<file path="config.mk">
export PLATFORM = sky130hd
export DESIGN_NAME = mem_responder
export DESIGN_NICKNAME = d
export VERILOG_FILES = /design/src/rtl/mem_responder.sv
export SDC_FILE = /design/constraint.sdc
export NUM_CORES = 2
export LEC_CHECK = 0
export BUFFER_PORTS_ARGS = -buffer_cell sky130_fd_sc_hd__buf_4
export CAP_MARGIN = 20
export CORE_MARGIN = 3
export CORE_UTILIZATION = 40
export DETAILED_ROUTE_END_ITERATION = 8
export PLACE_DENSITY = 0.52
export SYNTH_ARGS = -nofsm -noshare
export SYNTH_HDL_FRONTEND = slang
export SYNTH_SLANG_ARGS = --single-unit
export TNS_END_PERCENT = 1
</file>
<file path="constraint.sdc">
create_clock -name Clk -period 4.86 [get_ports Clk]
set_input_delay 1.458 -clock Clk [delete_from_list [all_inputs] [get_ports Clk]]
set_output_delay 1.458 -clock Clk [all_outputs]
set_load 0.01 [all_outputs]
</file>
<file path="src/rtl/mem_responder.sv">
// mem_responder: word-addressed memory slave for the CPU's MAR/MDR bus.
// A request (CE low with OE or WE low) is latched in IDLE, waits a fixed
// number of cycles, then completes with a single-cycle ready pulse on R.
// Address IO_ADDR maps to the switch inputs (read) and the hex display
// register (write). All other addresses index an internal word array.

module mem_responder #(
    parameter int unsigned ADDR_BITS   = 8,
    parameter int unsigned WAIT_STATES = 2,
    parameter logic [15:0] IO_ADDR     = 16'hFFFF
) (
    input  logic        Clk,
    input  logic        Reset,
    input  logic        CE,
    input  logic        OE,
    input  logic        WE,
    input  logic [15:0] ADDR,
    input  logic [15:0] Data_from_CPU,
    input  logic [15:0] Switches,
    output logic [15:0] Data_to_CPU,
    output logic        R,
    output logic [15:0] HEX_out
);

    localparam int unsigned Depth    = 1 << ADDR_BITS;
    localparam logic [3:0]  WaitLoad = 4'(WAIT_STATES);

    localparam logic [1:0] S_IDLE = 2'd0;
    localparam logic [1:0] S_WAIT = 2'd1;
    localparam logic [1:0] S_RESP = 2'd2;
    localparam logic [1:0] S_HOLD = 2'd3;

    // Reject builds the wait counter cannot represent.
    if (WAIT_STATES > 15) begin : g_bad_wait
        $error("mem_responder: WAIT_STATES must be in 0..15");
    end
    if (ADDR_BITS < 1 || ADDR_BITS > 16) begin : g_bad_addr
        $error("mem_responder: ADDR_BITS must be in 1..16");
    end

    logic [1:0]           r_state;
    logic [1:0]           w_state_next;
    logic [3:0]           r_count;
    logic [ADDR_BITS-1:0] r_index;
    logic [15:0]          r_wdata;
    logic                 r_is_write;
    logic                 r_is_io;
    logic [15:0]          r_data_out;
    logic [15:0]          r_hex;
    logic [15:0]          r_mem [Depth];

    logic                 w_req;
    logic                 w_accept;
    logic                 w_commit;
    logic [15:0]          w_mem_rdata;

    // A request needs CE low plus at least one strobe; WE wins when both are low.
    assign w_req    = ~CE & (~OE | ~WE);
    assign w_accept = (r_state == S_IDLE) && w_req;

    // The commit edge is the one that moves WAIT into RESP. The counter is
    // loaded on the accept edge and must drain to zero first, which places
    // RESP WAIT_STATES+1 edges after acceptance.
    assign w_commit = (r_state == S_WAIT) && (r_count == 4'd0);

    assign w_mem_rdata = r_mem[r_index];

    // Next-state decode for the request handshake.
    always_comb begin
        w_state_next = r_state;
        case (r_state)
            S_IDLE: if (w_req) w_state_next = S_WAIT;
            S_WAIT: if (r_count == 4'd0) w_state_next = S_RESP;
            S_RESP: w_state_next = S_HOLD;
            S_HOLD: if (!w_req) w_state_next = S_IDLE;
            default: w_state_next = S_IDLE;
        endcase
    end

    // State register and wait counter.
    always_ff @(posedge Clk or posedge Reset) begin
        if (Reset) begin
            r_state <= S_IDLE;
            r_count <= 4'd0;
        end else begin
            r_state <= w_state_next;
            if (w_accept) begin
                r_count <= WaitLoad;
            end else if (r_state == S_WAIT && r_count != 4'd0) begin
                r_count <= r_count - 4'd1;
            end
        end
    end

    // Request capture; the bus is ignored until the next accept.
    always_ff @(posedge Clk or posedge Reset) begin
        if (Reset) begin
            r_index    <= '0;
            r_wdata    <= 16'h0000;
            r_is_write <= 1'b0;
            r_is_io    <= 1'b0;
        end else if (w_accept) begin
            r_index    <= ADDR[ADDR_BITS-1:0];
            r_wdata    <= Data_from_CPU;
            r_is_write <= ~WE;
            r_is_io    <= (ADDR == IO_ADDR);
        end
    end

    // Read data and hex register update only on the commit edge.
    always_ff @(posedge Clk or posedge Reset) begin
        if (Reset) begin
            r_data_out <= 16'h0000;
            r_hex      <= 16'h0000;
        end else if (w_commit) begin
            if (r_is_write) begin
                if (r_is_io) r_hex <= r_wdata;
            end else begin
                r_data_out <= r_is_io ? Switches : w_mem_rdata;
            end
        end
    end

    // Word array write port; contents survive reset. Reset forces IDLE, so an
    // uncommitted write can never reach the array.
    always_ff @(posedge Clk) begin
        if (w_commit && r_is_write && !r_is_io) begin
            r_mem[r_index] <= r_wdata;
        end
    end

    assign R           = (r_state == S_RESP);
    assign Data_to_CPU = r_data_out;
    assign HEX_out     = r_hex;

endmodule

</file>
* Word-level counts from Yosys, hierarchy flattened
Memories as Yosys holds them, arrays and structs flattened.
Index checks and enable logic that the tools add are counted.
** Word-level totals
- Memory bits (writable) :: 4096
- Bits of input ports :: 53
- Bits in latches :: 0
- Bits in read-only memories :: 0
- Register bits :: 64
- Word-level logic and storage cells :: 45
- Output and inout bits :: 33
- Memories :: 1
** Cells by class
- Shifts and indexed selects :: 0
- Multiply operators :: 0
- Divide/modulo/power cells :: 0
- Reduce and logical (&&, ||, !) cells :: 13
- Add/subtract/negate cells :: 1
- Bitwise operators :: 6
- Multiplexer cells :: 9
- Order comparisons :: 0
- Equal/unequal tests :: 7
** Memory list
- r_mem :: words 256, width 16, rd ports 1, clocked after Yosys merged registers in 0, wr ports 1, line 50 : logic [15:0] r_mem [Depth];
** Operators with widths (number)
- 16-bit == test (second input constant) :: 1
- 16-bit 2-to-1 mux :: 1
- 4-bit 2-to-1 mux :: 2
- 2-bit one-hot mux with 4 select lines :: 1
- 2-bit 2-to-1 mux :: 3
- 2-bit inequality test (second input constant) :: 3
- 3-bit AND reduction :: 2
- 1-bit logical AND :: 5
- 2-bit == test (second input constant) :: 2
- 4-bit zero test :: 1
- 1-bit inverter :: 4
- 4-bit nonzero test :: 1
- 4-bit by 1-bit subtractor with 4-bit output (second input constant) :: 1
- 2-bit by 1-bit == test with 1-bit output (second input constant) :: 1
- 2-bit zero test :: 1
- 1-bit 2-to-1 mux :: 2
- 2-bit AND reduction :: 1
- 2-bit nonzero test :: 1
- 1-bit bitwise AND :: 1
- 1-bit zero test :: 1
- 1-bit bitwise OR :: 1

* Depth between registers and ports, before layout
- Depth after elaboration :: 6
- Gate-level depth with buffers :: 13
- Gate-level depth less buffers :: 9

* Worst setup path before layout
Ideal clock, no wire load.
- Path kind :: reg2reg
- From :: reg r_wdata[0]
- To :: mem r_mem[0][0] (data pin)
- Cell stages (with the launch flop) :: 1
- Period minus slack after synthesis :: 4.001 ns
- Buffers on the path :: 0
- Data arrival time :: 3.195 ns
- Required time :: 4.054 ns
- Path slack :: 0.859 ns
- Cells stage by stage :: dfrtp_1
** RTL lines
- start: declaration :: line 45 : logic [15:0] r_wdata;
- start signal: assignment :: line 104 : r_wdata <= Data_from_CPU;
- end: declaration :: line 50
No word-level cell before the write port.

* Final worst setup path
- From :: reg r_state[1]
- To :: reg r_data_out[7] (netlist: Data_to_CPU[7])
** On the way
- Word-level cells in the longest chain between the ends :: 3
** Ends and longest elaborated chain
- start: declaration :: line 41 : logic [1:0] r_state;
- start signal: assignment :: line 86 : r_state <= w_state_next;
- 2-bit by 1-bit == test with 1-bit output :: line 64 : assign w_commit = (r_state == S_WAIT) && (r_count == 4'd0);
- 1-bit logical AND :: line 64
- 2-bit AND reduction (no source line)
- end signal: assignment :: line 119 : r_data_out <= r_is_io ? Switches : w_mem_rdata;
- end: declaration :: line 48 : logic [15:0] r_data_out;
Every way passes these cells.
A chain may end at the register's enable or synchronous reset.

==> summary.txt <==
Synth
  • Flop and latch count out of synthesis: ~4.2k
  • Mapped Avg Cell Area: approximately 22 um2
  • Async SR Flop Fraction: 1.54%
  • Post-synth EDFFs: between 4k and 5k
  • Synthesized netlist cell count: around 7.3k
  • Yosys top cell area share: between 70% and 80%
  • Synth top cells by count: edfxtp_1 (4,096), mux4_2 (913), nor2_1 (297)
  • Cell Area, Synth: 0.160 mm2
  • Cell taking the most area after synthesis: edfxtp_1
  • Warnings from Yosys: 0
  • Distinct cells, synth: 67
  • Top cells by area, synth: edfxtp_1 (77%), mux4_2 (13%), mux2_2 (1.2%)
  • Sequential area share after synthesis: 77.9%
  • Ys flop type: edfxtp_1
  • Mapped Nets: about 7.4k
  • Most numerous cell in the Yosys netlist: edfxtp_1

CTS
  • CTS max path bufs: 4
  • Worst-skew pair later-pin latency: 1.00 ns
  • Post-CTS setup buffers: 0
  • CTS sink count: approximately 4.2k
  • Post-CTS Resized: 0
  • CTS Hold Bufs: 0
  • Worst-path clk slew: approximately 0.060 ns
  • Num CTS Buffers: 430
  • H-tree depth: 5
  • Root buf cell: clkbuf_16
  • TritonCTS clock tree: done

Route
  • Via count: 80.3k
  • Detailed-route wire length: roughly 470,000 um
  • WL/cell: about 35 um
  • Drt first pass iters: 5
  • Post-route DRC: 0
  • Vias per cell: roughly 5.9
  • Antenna-violating nets left: 0
  • 1st-iter DRT viols: between 10k and 15k

Worst setup path
  • WP buf/inv: 3
  • Critical path data arrival time: between 5 and 6 ns
  • WP depth: 11
  • Slowest cell delay on critical path: 1.08 ns
  • R2R Setup Slk: -0.12 ns
  • CP Cell Sequence: inv_1, ha_1, nor4bb_1, buf_4, nor2b_4, nand2b_1, a211oi_1, buf_4, o21ai_1, a31oi_1, a31oi_1
  • CP Max Fanout: 9
  • End point of the critical path: Data_to_CPU[7]
  • Slowest cell on crit path: a211oi_1
  • Data required, critical path: 5.70 ns
  • Worst reg2reg endpoint: Data_to_CPU[7]
  • CP startpoint kind: flip-flop
  • Top delay family on crit path: compound AO/OA/AOI/OAI gates
  • CP endpoint kind: flip-flop
  • Setup CP Type: reg -> reg
  • RR Startpoint: r_state[1]
  • CP Launch Point: r_state[1]
  • Worst r2r path cells: 11

Global routing
  • Global-route wire length before repair: 656,000 um
  • Pin count of the biggest net entering global routing: 178
  • Initial antenna violation count: 32
  • Vias in the first global route: roughly 81k
  • Total GRT Usage: between 20 and 25%
  • GR Overflow Total: 0

Pwr
  • PwrDens: between 500 and 600 mW/mm2
  • Switching power share of the total: roughly 33%
  • Max VDD drop: 532 uV
  • Psw: between 30,000 and 40,000 uW
  • Total leakage power: around 0.058 uW
  • Seq pwr share: 41.6%
  • Internal power: around 74,000 uW
  • Comb power frac: approximately 28%
  • Total power: between 100,000 and 150,000 uW
  • Clock power share: 29.8%

Run status
  • Status: complete, but fails checks
  • Failing checks: setup timing

Floorplanning
  • Core ar.: a little under 0.4 mm2
  • Die X-Extent: between 600 and 700 um
  • Die Y: 638 um
  • Starting Density: roughly two fifths
  • Boundary pin count: between 80 and 90
  • FP Rows: 231
  • DIE AREA: ~0.41 mm2

Place
  • IO Port Bufs: 85
  • Placed Cells: approximately 13k
  • Place WS: between 0.1 and 0.15 ns
  • Placed Area: 0.171 mm2
  • GPL Wtd Cong: about 0.9
  • Dpl hpwl: approximately 290,000 um

Cells and area
  • Syn-to-layout area delta: 15.6%
  • Layout cells sized above 1: a little under a third
  • Final instance area: between 0.15 and 0.2 mm2
  • Fin nets: 8,072
  • Non-Filler Instances: around 14k

Timing
  • Period utilisation layout: 103%
  • Pins Over Slew Limit: 0
  • Max-slew headroom: 11.2%
  • Max Fclk: 201 MHz
  • Min Tclk post-route: ~5 ns
  • Worst-margin pin slew: approximately 1.3 ns
  • Post-route worst setup slack: -0.124 ns
  • RSZ-0062 raised after global routing: false
  • Final setup violation count: 1
  • Final setup TNS: -0.124 ns
  • Final hold vios: 0
  • Setup Skew: approximately 0.085 ns

Worst hold path
  • Worst min path class: reg -> reg
  • Hold path cells: 1

Run
  • Maxcap violations: 0
cells in the final DEF (no fill, tap or decap), types with 81 or more instances in the layout:
cell type / instances
mux4_2: 913
a22o_1: 81
clkbuf_1: 99
clkbuf_16: 433
a221oi_1: 91
edfxtp_1: 4096
o22ai_1: 105
a22oi_1: 143
clkinv_2: 85
nand2_1: 187
a21oi_1: 103
nor2_2: 82
buf_4: 639
mux2i_1: 153
nor2_1: 211
mux2_2: 175
clkinv_1: 95
o21ai_0: 91
through the flow:
step                hold WS, ns  util (%)
global placement          0.490      43.0
CTS                       0.513      46.5
floorplan                 0.494         -
detailed placement        0.499      43.0
global route              0.528      46.5
finish                    0.513      46.6
how the worst min path moves through the flow:
stage | start | to | slack (ns)
finish | HEX_out[4] | HEX_out[4] | 0.51
global route | HEX_out[1] | HEX_out[1] | 0.53
CTS | HEX_out[8] | HEX_out[8] | 0.51
detailed placement | HEX_out[12] | HEX_out[12] | 0.50
global placement | HEX_out[8] | HEX_out[8] | 0.49
floorplan | r_is_write | r_is_write | 0.49
power groups by stage:
stage	clock network [uW]	logic, uW	registers [uW]
final	33000	31600	46100
after detailed placement	0	31800	46700
after floorplan	0	16300	48300
after global placement	0	31500	46700
after CTS	33600	31900	46000
after global routing	35000	33100	46100
kinds of logic (layout without fill, tap and decap cells):
family / Yosys count / after routing / synth area share [%]
fa+ha+maj: 5 / 5 / 0.0391
mux: 1254 / 1254 / 15.3
compound gates: 759 / 759 / 3.33
simple gates: 673 / 673 / 1.83
other cells: 0 / 18 / 0
flops: 4160 / 4160 / 77.9
buf+inv: 446 / 1534 / 1.64
xor+xnor: 3 / 3 / 0.0164
flip-flops by register name, summed over array words and instances, names as in the netlist:
name / flops
r_count: 4
r_index: 8
r_mem: 4096
r_wdata: 16
HEX_out: 16
r_is_io: 1
r_state: 2
r_is_write: 1
Data_to_CPU: 16
metal layers:
metal	up-vias	global-route usage, %	share of wire (%)
met5	-	0	0.011
met4	8	7.13	3.3
met3	653	4.51	8.0
met2	3472	35.9	47
met1	43800	32.5	41
li1	32400	-	-
area by class of cell:
| type | count | area [um2] |
|---|---|---|
| Clock buffer | 537 | 11300 |
| Timing Repair Buffer | 720 | 6390 |
| Sequential cell | 4160 | 125000 |
| Clock inverter | 269 | 2800 |
| Multi-Input combinational cell | 2694 | 33100 |
| Tap cell | 5242 | 6560 |
| Inverter | 8 | 31.3 |
| Fill cell | 32900 | 212000 |
| Antenna cell | 18 | 45.0 |
Power figures use the tool's default switching activity.
